===== src/rtl/instruction_fetch_unit_pkg.sv =====
// rtl/instruction_fetch_unit_pkg.sv - shared rv32 fetch-stage types and constants
package instruction_fetch_unit_pkg;

    localparam int XLEN = 32;
    localparam logic [XLEN-1:0] NOP_INSTR = 32'h0000_0013;

    typedef enum logic [1:0] {
        BOOT,
        FETCH,
        DRAIN
    } fetch_state_t;

    function automatic logic [XLEN-1:0] word_align(input logic [XLEN-1:0] addr);
        return {addr[XLEN-1:2], 2'b00};
    endfunction

endpackage


===== src/rtl/instruction_fetch_unit_if.sv =====
// rtl/instruction_fetch_unit_if.sv - fetch unit control, instruction memory and IF/ID bundle
interface instruction_fetch_unit_if;
    import instruction_fetch_unit_pkg::*;

    logic            STALL;
    logic            BRANCH_TAKEN;
    logic [XLEN-1:0] BRANCH_TARGET;
    logic            IMEM_READ;
    logic [XLEN-1:0] IMEM_ADDRESS;
    logic [XLEN-1:0] IMEM_READDATA;
    logic            IMEM_BUSYWAIT;
    logic [XLEN-1:0] PC_OUT;
    logic [XLEN-1:0] PC_PLUS_FOUR_OUT;
    logic [XLEN-1:0] INSTRUCTION_OUT;
    logic            FETCH_BUSYWAIT;

    modport master (
        input  STALL, BRANCH_TAKEN, BRANCH_TARGET, IMEM_READDATA, IMEM_BUSYWAIT,
        output IMEM_READ, IMEM_ADDRESS, PC_OUT, PC_PLUS_FOUR_OUT, INSTRUCTION_OUT,
               FETCH_BUSYWAIT
    );

    modport slave (
        output STALL, BRANCH_TAKEN, BRANCH_TARGET, IMEM_READDATA, IMEM_BUSYWAIT,
        input  IMEM_READ, IMEM_ADDRESS, PC_OUT, PC_PLUS_FOUR_OUT, INSTRUCTION_OUT,
               FETCH_BUSYWAIT
    );

endinterface


===== src/rtl/instruction_fetch_unit_fetch_pc_reg.sv =====
// rtl/instruction_fetch_unit_fetch_pc_reg.sv - program counter with reset vector, +4 and redirect
module fetch_pc_reg
    import instruction_fetch_unit_pkg::*;
#(
    parameter logic [XLEN-1:0] RESET_VECTOR = '0
) (
    input  logic            CLK,
    input  logic            RESET,
    input  logic            advance,
    input  logic            redirect,
    input  logic [XLEN-1:0] target,
    output logic [XLEN-1:0] pc,
    output logic [XLEN-1:0] pc_plus_four
);

    assign pc_plus_four = pc + XLEN'(4);

    // Redirect outranks advance so a taken branch never loses to a same-cycle fetch.
    always_ff @(posedge CLK or negedge RESET) begin
        if (!RESET) begin
            pc <= RESET_VECTOR;
        end else if (redirect) begin
            pc <= word_align(target);
        end else if (advance) begin
            pc <= pc_plus_four;
        end
    end

endmodule


===== src/rtl/instruction_fetch_unit.sv =====
// rtl/instruction_fetch_unit.sv - IF stage: PC ownership, imem handshake, IF/ID output register
module instruction_fetch_unit #(
    parameter logic [instruction_fetch_unit_pkg::XLEN-1:0] RESET_VECTOR = 32'h0000_0000,
    parameter logic [instruction_fetch_unit_pkg::XLEN-1:0] NOP_INSTR    =
        instruction_fetch_unit_pkg::NOP_INSTR
) (
    input  logic                      CLK,
    input  logic                      RESET,
    instruction_fetch_unit_if.master  bus
);
    import instruction_fetch_unit_pkg::*;

    fetch_state_t    state;
    logic            out_valid;
    logic [XLEN-1:0] pc;
    logic [XLEN-1:0] pc_plus_four;
    logic [XLEN-1:0] drain_addr;
    logic [XLEN-1:0] pc_out;
    logic [XLEN-1:0] pc_plus_four_out;
    logic [XLEN-1:0] instruction_out;
    logic            accept;

    assign accept = (state == FETCH) && !bus.BRANCH_TAKEN && !bus.IMEM_BUSYWAIT &&
                    (!out_valid || !bus.STALL);

    fetch_pc_reg #(.RESET_VECTOR(RESET_VECTOR)) u_pc (
        .CLK          (CLK),
        .RESET        (RESET),
        .advance      (accept),
        .redirect     (bus.BRANCH_TAKEN),
        .target       (bus.BRANCH_TARGET),
        .pc           (pc),
        .pc_plus_four (pc_plus_four)
    );

    assign bus.IMEM_READ        = (state != BOOT);
    assign bus.IMEM_ADDRESS     = (state == DRAIN) ? drain_addr : pc;
    assign bus.FETCH_BUSYWAIT   = ~out_valid;
    assign bus.PC_OUT           = pc_out;
    assign bus.PC_PLUS_FOUR_OUT = pc_plus_four_out;
    assign bus.INSTRUCTION_OUT  = instruction_out;

    always_ff @(posedge CLK or negedge RESET) begin
        if (!RESET) begin
            state            <= BOOT;
            out_valid        <= 1'b0;
            drain_addr       <= RESET_VECTOR;
            pc_out           <= '0;
            pc_plus_four_out <= '0;
            instruction_out  <= NOP_INSTR;
        end else if (bus.BRANCH_TAKEN) begin
            out_valid       <= 1'b0;
            instruction_out <= NOP_INSTR;
            // An in-flight wrong-path read must finish on its original address.
            case (state)
                FETCH: begin
                    if (bus.IMEM_BUSYWAIT) begin
                        state      <= DRAIN;
                        drain_addr <= pc;
                    end
                end
                DRAIN:   state <= DRAIN;
                default: state <= FETCH;
            endcase
        end else begin
            case (state)
                BOOT: state <= FETCH;
                FETCH: begin
                    if (accept) begin
                        out_valid        <= 1'b1;
                        pc_out           <= pc;
                        pc_plus_four_out <= pc_plus_four;
                        instruction_out  <= bus.IMEM_READDATA;
                    end else if (!bus.STALL) begin
                        out_valid <= 1'b0;
                    end
                end
                DRAIN: begin
                    if (!bus.IMEM_BUSYWAIT) begin
                        state <= FETCH;
                    end
                end
                default: state <= BOOT;
            endcase
        end
    end

endmodule


===== src/flat_wrapper.sv =====
// flat-port wrapper written by rule: the top's interface ports become plain ports
module instruction_fetch_unit_flat import instruction_fetch_unit_pkg::*;
#(
    parameter logic [instruction_fetch_unit_pkg::XLEN-1:0] RESET_VECTOR = 32'h0000_0000,
    parameter logic [instruction_fetch_unit_pkg::XLEN-1:0] NOP_INSTR    =
        instruction_fetch_unit_pkg::NOP_INSTR
)
  (CLK, RESET, bus_STALL, bus_BRANCH_TAKEN, bus_BRANCH_TARGET, bus_IMEM_READDATA, bus_IMEM_BUSYWAIT, bus_IMEM_READ, bus_IMEM_ADDRESS, bus_PC_OUT, bus_PC_PLUS_FOUR_OUT, bus_INSTRUCTION_OUT, bus_FETCH_BUSYWAIT);
  instruction_fetch_unit_if bus_i ();
  input  logic CLK;
  input  logic RESET;
  input wire logic [$bits(bus_i.STALL)-1:0] bus_STALL;
  input wire logic [$bits(bus_i.BRANCH_TAKEN)-1:0] bus_BRANCH_TAKEN;
  input wire logic [$bits(bus_i.BRANCH_TARGET)-1:0] bus_BRANCH_TARGET;
  input wire logic [$bits(bus_i.IMEM_READDATA)-1:0] bus_IMEM_READDATA;
  input wire logic [$bits(bus_i.IMEM_BUSYWAIT)-1:0] bus_IMEM_BUSYWAIT;
  output wire logic [$bits(bus_i.IMEM_READ)-1:0] bus_IMEM_READ;
  output wire logic [$bits(bus_i.IMEM_ADDRESS)-1:0] bus_IMEM_ADDRESS;
  output wire logic [$bits(bus_i.PC_OUT)-1:0] bus_PC_OUT;
  output wire logic [$bits(bus_i.PC_PLUS_FOUR_OUT)-1:0] bus_PC_PLUS_FOUR_OUT;
  output wire logic [$bits(bus_i.INSTRUCTION_OUT)-1:0] bus_INSTRUCTION_OUT;
  output wire logic [$bits(bus_i.FETCH_BUSYWAIT)-1:0] bus_FETCH_BUSYWAIT;
  assign bus_i.STALL = bus_STALL;
  assign bus_i.BRANCH_TAKEN = bus_BRANCH_TAKEN;
  assign bus_i.BRANCH_TARGET = bus_BRANCH_TARGET;
  assign bus_i.IMEM_READDATA = bus_IMEM_READDATA;
  assign bus_i.IMEM_BUSYWAIT = bus_IMEM_BUSYWAIT;
  assign bus_IMEM_READ = bus_i.IMEM_READ;
  assign bus_IMEM_ADDRESS = bus_i.IMEM_ADDRESS;
  assign bus_PC_OUT = bus_i.PC_OUT;
  assign bus_PC_PLUS_FOUR_OUT = bus_i.PC_PLUS_FOUR_OUT;
  assign bus_INSTRUCTION_OUT = bus_i.INSTRUCTION_OUT;
  assign bus_FETCH_BUSYWAIT = bus_i.FETCH_BUSYWAIT;
  instruction_fetch_unit #(.RESET_VECTOR(RESET_VECTOR), .NOP_INSTR(NOP_INSTR)) u_core (.CLK(CLK), .RESET(RESET), .bus(bus_i));
endmodule

===== config.mk =====
export PLATFORM = sky130hd
export DESIGN_NAME = instruction_fetch_unit_flat
export DESIGN_NICKNAME = d
export VERILOG_FILES = /design/src/rtl/instruction_fetch_unit_pkg.sv /design/src/rtl/instruction_fetch_unit_if.sv /design/src/rtl/instruction_fetch_unit_fetch_pc_reg.sv /design/src/rtl/instruction_fetch_unit.sv /design/src/flat_wrapper.sv
export SDC_FILE = /design/constraint.sdc
export NUM_CORES = 1
export LEC_CHECK = 0
export ABC_AREA = 1
export BUFFER_PORTS_ARGS = -buffer_cell sky130_fd_sc_hd__buf_2
export CORE_ASPECT_RATIO = 0.75
export CORE_MARGIN = 3
export CORE_UTILIZATION = 30
export CTS_CLUSTER_SIZE = 40
export DETAILED_ROUTE_END_ITERATION = 12
export PLACE_DENSITY = 0.5
export SLEW_MARGIN = 20
export SYNTH_ARGS = -nofsm -noshare
export SYNTH_HDL_FRONTEND = slang
export SYNTH_SLANG_ARGS = --single-unit

===== constraint.sdc =====
create_clock -name CLK -period 2.1 [get_ports CLK]
set_clock_uncertainty 0.1 [all_clocks]
set_input_delay 0.105 -clock CLK [delete_from_list [all_inputs] [get_ports CLK]]
set_output_delay 0.105 -clock CLK [all_outputs]
set_load 0.05 [all_outputs]

==> results.md <==
- Status: finished, final reports clean
- Yosys reg bits: about 160
- Power per cell area: approximately 1500 nW/um2
- Maximum vdd drop: 0.000900 V
- Number of remaining DRC errors: 0
- Global-route wire length before repair: ~35000 um
- FFs w/ async S/R, synth: 100%
- Die Area: between 20000 and 30000 um2
- Worst path cell trace: inv_2, ha_4, clkbuf_16, o21ai_0, clkbuf_4
- Synthesized cell area: between 7000 and 8000 um2
- Max Cap Viol: 0
- Net switching fraction of the power: 48.8%
- FP Rows: 47
- Crit path max fanout: 20
- Worst Hold Slack: 0.0540 ns
- RSZ-0062 raised after global routing: true
- Routed len/inst: about 16 um
- Tot Pwr: ~15 mW
- Hold crit path type: primary input to async pin
- Net Switching: 7.21 mW
- Vias: 6405
- Clock share of power: around 22%
- Sink Count: approximately 160
- Cells after synthesis: 831
- Register area share after synthesis: between 50% and 60%
- Largest family of logic cells by synthesized area: simple AND/OR/NAND/NOR gates
- Mux share of post-synthesis cell area: 0%
- Total gr overflow: 0
- Final min period: around 2.0 ns
- DR iter-0 viols: around 330
- Worst-Margin Slew: ~0.62 ns
- Share of cells above drive strength 1: between 20% and 30%
- Post-synthesis simple-gate area fraction: between 20% and 30%
- Setup violations, final: 0
- Pleak: 4.98 nW
- Post-synth top area cell: dfrtp_1
- Post-DRT Antenna Nets: 0
- Worst-Skew Late Latency: roughly 0.43 ns
- Internal Power: 7.55 mW
- Period utilization: between 90% and 100%
- Combinational share of power: approximately 47%
- Adder-Cell Fraction of Synth Area: 0.715%
- Clk slew on worst S/H paths: ~0.07 ns
- Post-synthesis compound-gate area fraction: ~14%
- Final Max Slew Viols: 0
- Count of nets after finishing: between 1000 and 1500
- CP Data Required Time: 1.89 ns
- Total track usage: roughly 17%
- DIE WIDTH: around 180 um
- Filler cells: about 2300
- Yosys warning total: 0
- R2R Path Start: u_core.state[1]
- CTS tree: built
- Sequential share of power: 31.4%
- Achievable Freq: just under 0.5 GHz
- CP Class: register to output pin
- Area share of the largest cell type after synthesis: a little over half
- Crit path arrival time: around 1.8 ns
- Endpoint class of the critical path: output pin
- Largest net degree at the start of global routing: 50
- Clock buffer depth: 2
- DP HPWL: about 15000 um
- Slew headroom: around 58%
- Synth cell types: 29
- Core area: ~22000 um2
- Final Hold Viols: 0
- Die Ht: approximately 140 um
- Post-synth EDFFs: 0
- Initial antenna violation count: 1
- Routed WL: 21900 um
- Util after Layout: a little over two fifths
- Routability congestion estimate: between 0.8 and 0.9
- Synth area leaders: dfrtp_1 (54%), nand2_1 (16%), o21ai_0 (8.6%)
- Synth-to-layout area growth: 38.2%
- DRT Pass-1 Iters: 4
- Clock H-tree levels: 4
- Vias in the first global route: 6329
- IO Pins: ~200
- Via/cell ratio: roughly 4.6
- CP Launch Point: u_core.state[0]
- Num CTS Buffers: 17
- PortBufs: 190
- Clock root cell: clkbuf_16
- Slowest-stage cell, CP: dfrtp_1
- Ys flop type: dfrtp_1
- Worst path max stage delay: between 0.3 and 0.4 ns
- Syn_area_per_cell: between 8 and 9 um2
- XOR/XNOR Fraction of Synth Area: less than 1%
- Startpoint Class: register
- Initial cell density of the core: between 30% and 40%
kinds of logic (layout without fill, tap and decap cells):
kind of cell,count (synthesis),in the layout
adder cells (fa/ha/maj),4,4
AO/OA/AOI/OAI,170,170
AND/OR/NAND/NOR,385,385
other,1,7
flip-flops,155,155
XOR/XNOR,5,5
buffers and inverters,111,369
per-layer routing:
layer	part of all wire [%]	routed length, um	global-route usage (%)	vias to the layer above
li1	-	-	-	3160
met2	42	9260	25.4	170
met3	5.8	1270	4.41	14
met5	0	0	0	-
met4	0.92	202	3.73	0
met1	51	11100	25.7	3061
flip-flops by register name, indices dropped and copies added (netlist names):
name                         count
u_core.u_pc.pc                  30
u_core.out_valid                 1
u_core.bus.PC_PLUS_FOUR_OUT     30
u_core.drain_addr               30
u_core.state                     2
u_core.bus.INSTRUCTION_OUT      32
u_core.bus.PC_OUT               30
synth_stat cells (2+ instances only):
library cell	count
buf_2	18
nor2_1	37
nand2_2	5
o21ai_0	120
clkbuf_1	20
o22a_1	3
dfrtp_1	152
nor2_2	7
inv_2	6
inv_1	60
nand3_1	26
ha_1	4
nand2_1	299
o211ai_1	8
dfstp_2	3
a22o_1	29
nor2_4	5
nor3_1	2
buf_4	6
xor2_1	5
a21oi_1	8
path summary, 6_finish.rpt:
kind,end,slack [ns],cells past startpoint
max,bus_IMEM_ADDRESS[25],0.08,5
min,u_core.bus.PC_OUT[19],0.05,2
max reg2reg,u_core.bus.INSTRUCTION_OUT[31],0.20,8
min reg2reg,u_core.bus.PC_PLUS_FOUR_OUT[29],0.37,2
max in group asynchronous,u_core.bus.INSTRUCTION_OUT[4],1.20,3
min in group CLK,u_core.u_pc.pc[15],0.08,5
layout by cell type (no fill, tap or decap), types with 4 or more instances in the layout:
cell and instances:
inv_2 7, o21ai_0 120, a21oi_1 8, nor2_2 7
nand3_1 25, nand2_1 299, clkbuf_16 18, inv_6 4
a22o_1 29, inv_1 59, xor2_1 5, nor2_1 37
nand2_2 5, buf_4 13, o211ai_1 8, dfrtp_1 152
dlygate4sd3_1 64, conb_1 6, buf_12 7, nor2_4 5
buf_2 180
what timing repair did:
item,in CTS,in global routing
gates cloned,0,1
hold endpoints to repair,215,0
setup buffers,0,0
pin swaps,0,0
gates resized for setup,2,16
endpoints found under the setup margin,2,18
hold buffers,64,0
critical path: cells and delay by family (launching register included):
family,cells,cell delay (ns)
buffers and inverters,3,0.56
flip-flops,1,0.37
adder cells (fa/ha/maj),1,0.20
AO/OA/AOI/OAI,1,0.25
final cells by class:
type / count / area (um2) / area share (%)
tap: 294 / 368 / 3.80
inverter: 66 / 248 / 2.56
clock inverter: 15 / 186 / 1.93
multi-input combinational: 570 / 2700 / 27.9
timing repair buffer: 271 / 1860 / 19.3
sequential: 155 / 3880 / 40.1
antenna: 1 / 2.50 / 0.0259
clock buffer: 17 / 425 / 4.40
power groups by stage:
stage / clock network [mW] / registers (mW) / logic [mW]
final: 3.26 / 4.64 / 6.86
after global routing: 3.44 / 4.78 / 7.39
after CTS: 3.33 / 4.63 / 6.78
after detailed placement: 0 / 4.66 / 6.66
after global placement: 0 / 4.67 / 6.63
after floorplan: 0 / 6.71 / 2.78
per-stage QoR:
step                setup slack (ns)  cells  setup TNS [ns]  area, um2
CTS                          0.00624   1387               0       9610
global placement               0.211   1291               0       8350
detailed placement             0.178   1291               0       8350
global route                 -0.0287   1389          -0.218       9680
finish                        0.0767   1389               0       9680
floorplan                     -0.124    836           -3.73       7020
No activity file was read; power rests on OpenSTA's default activity.
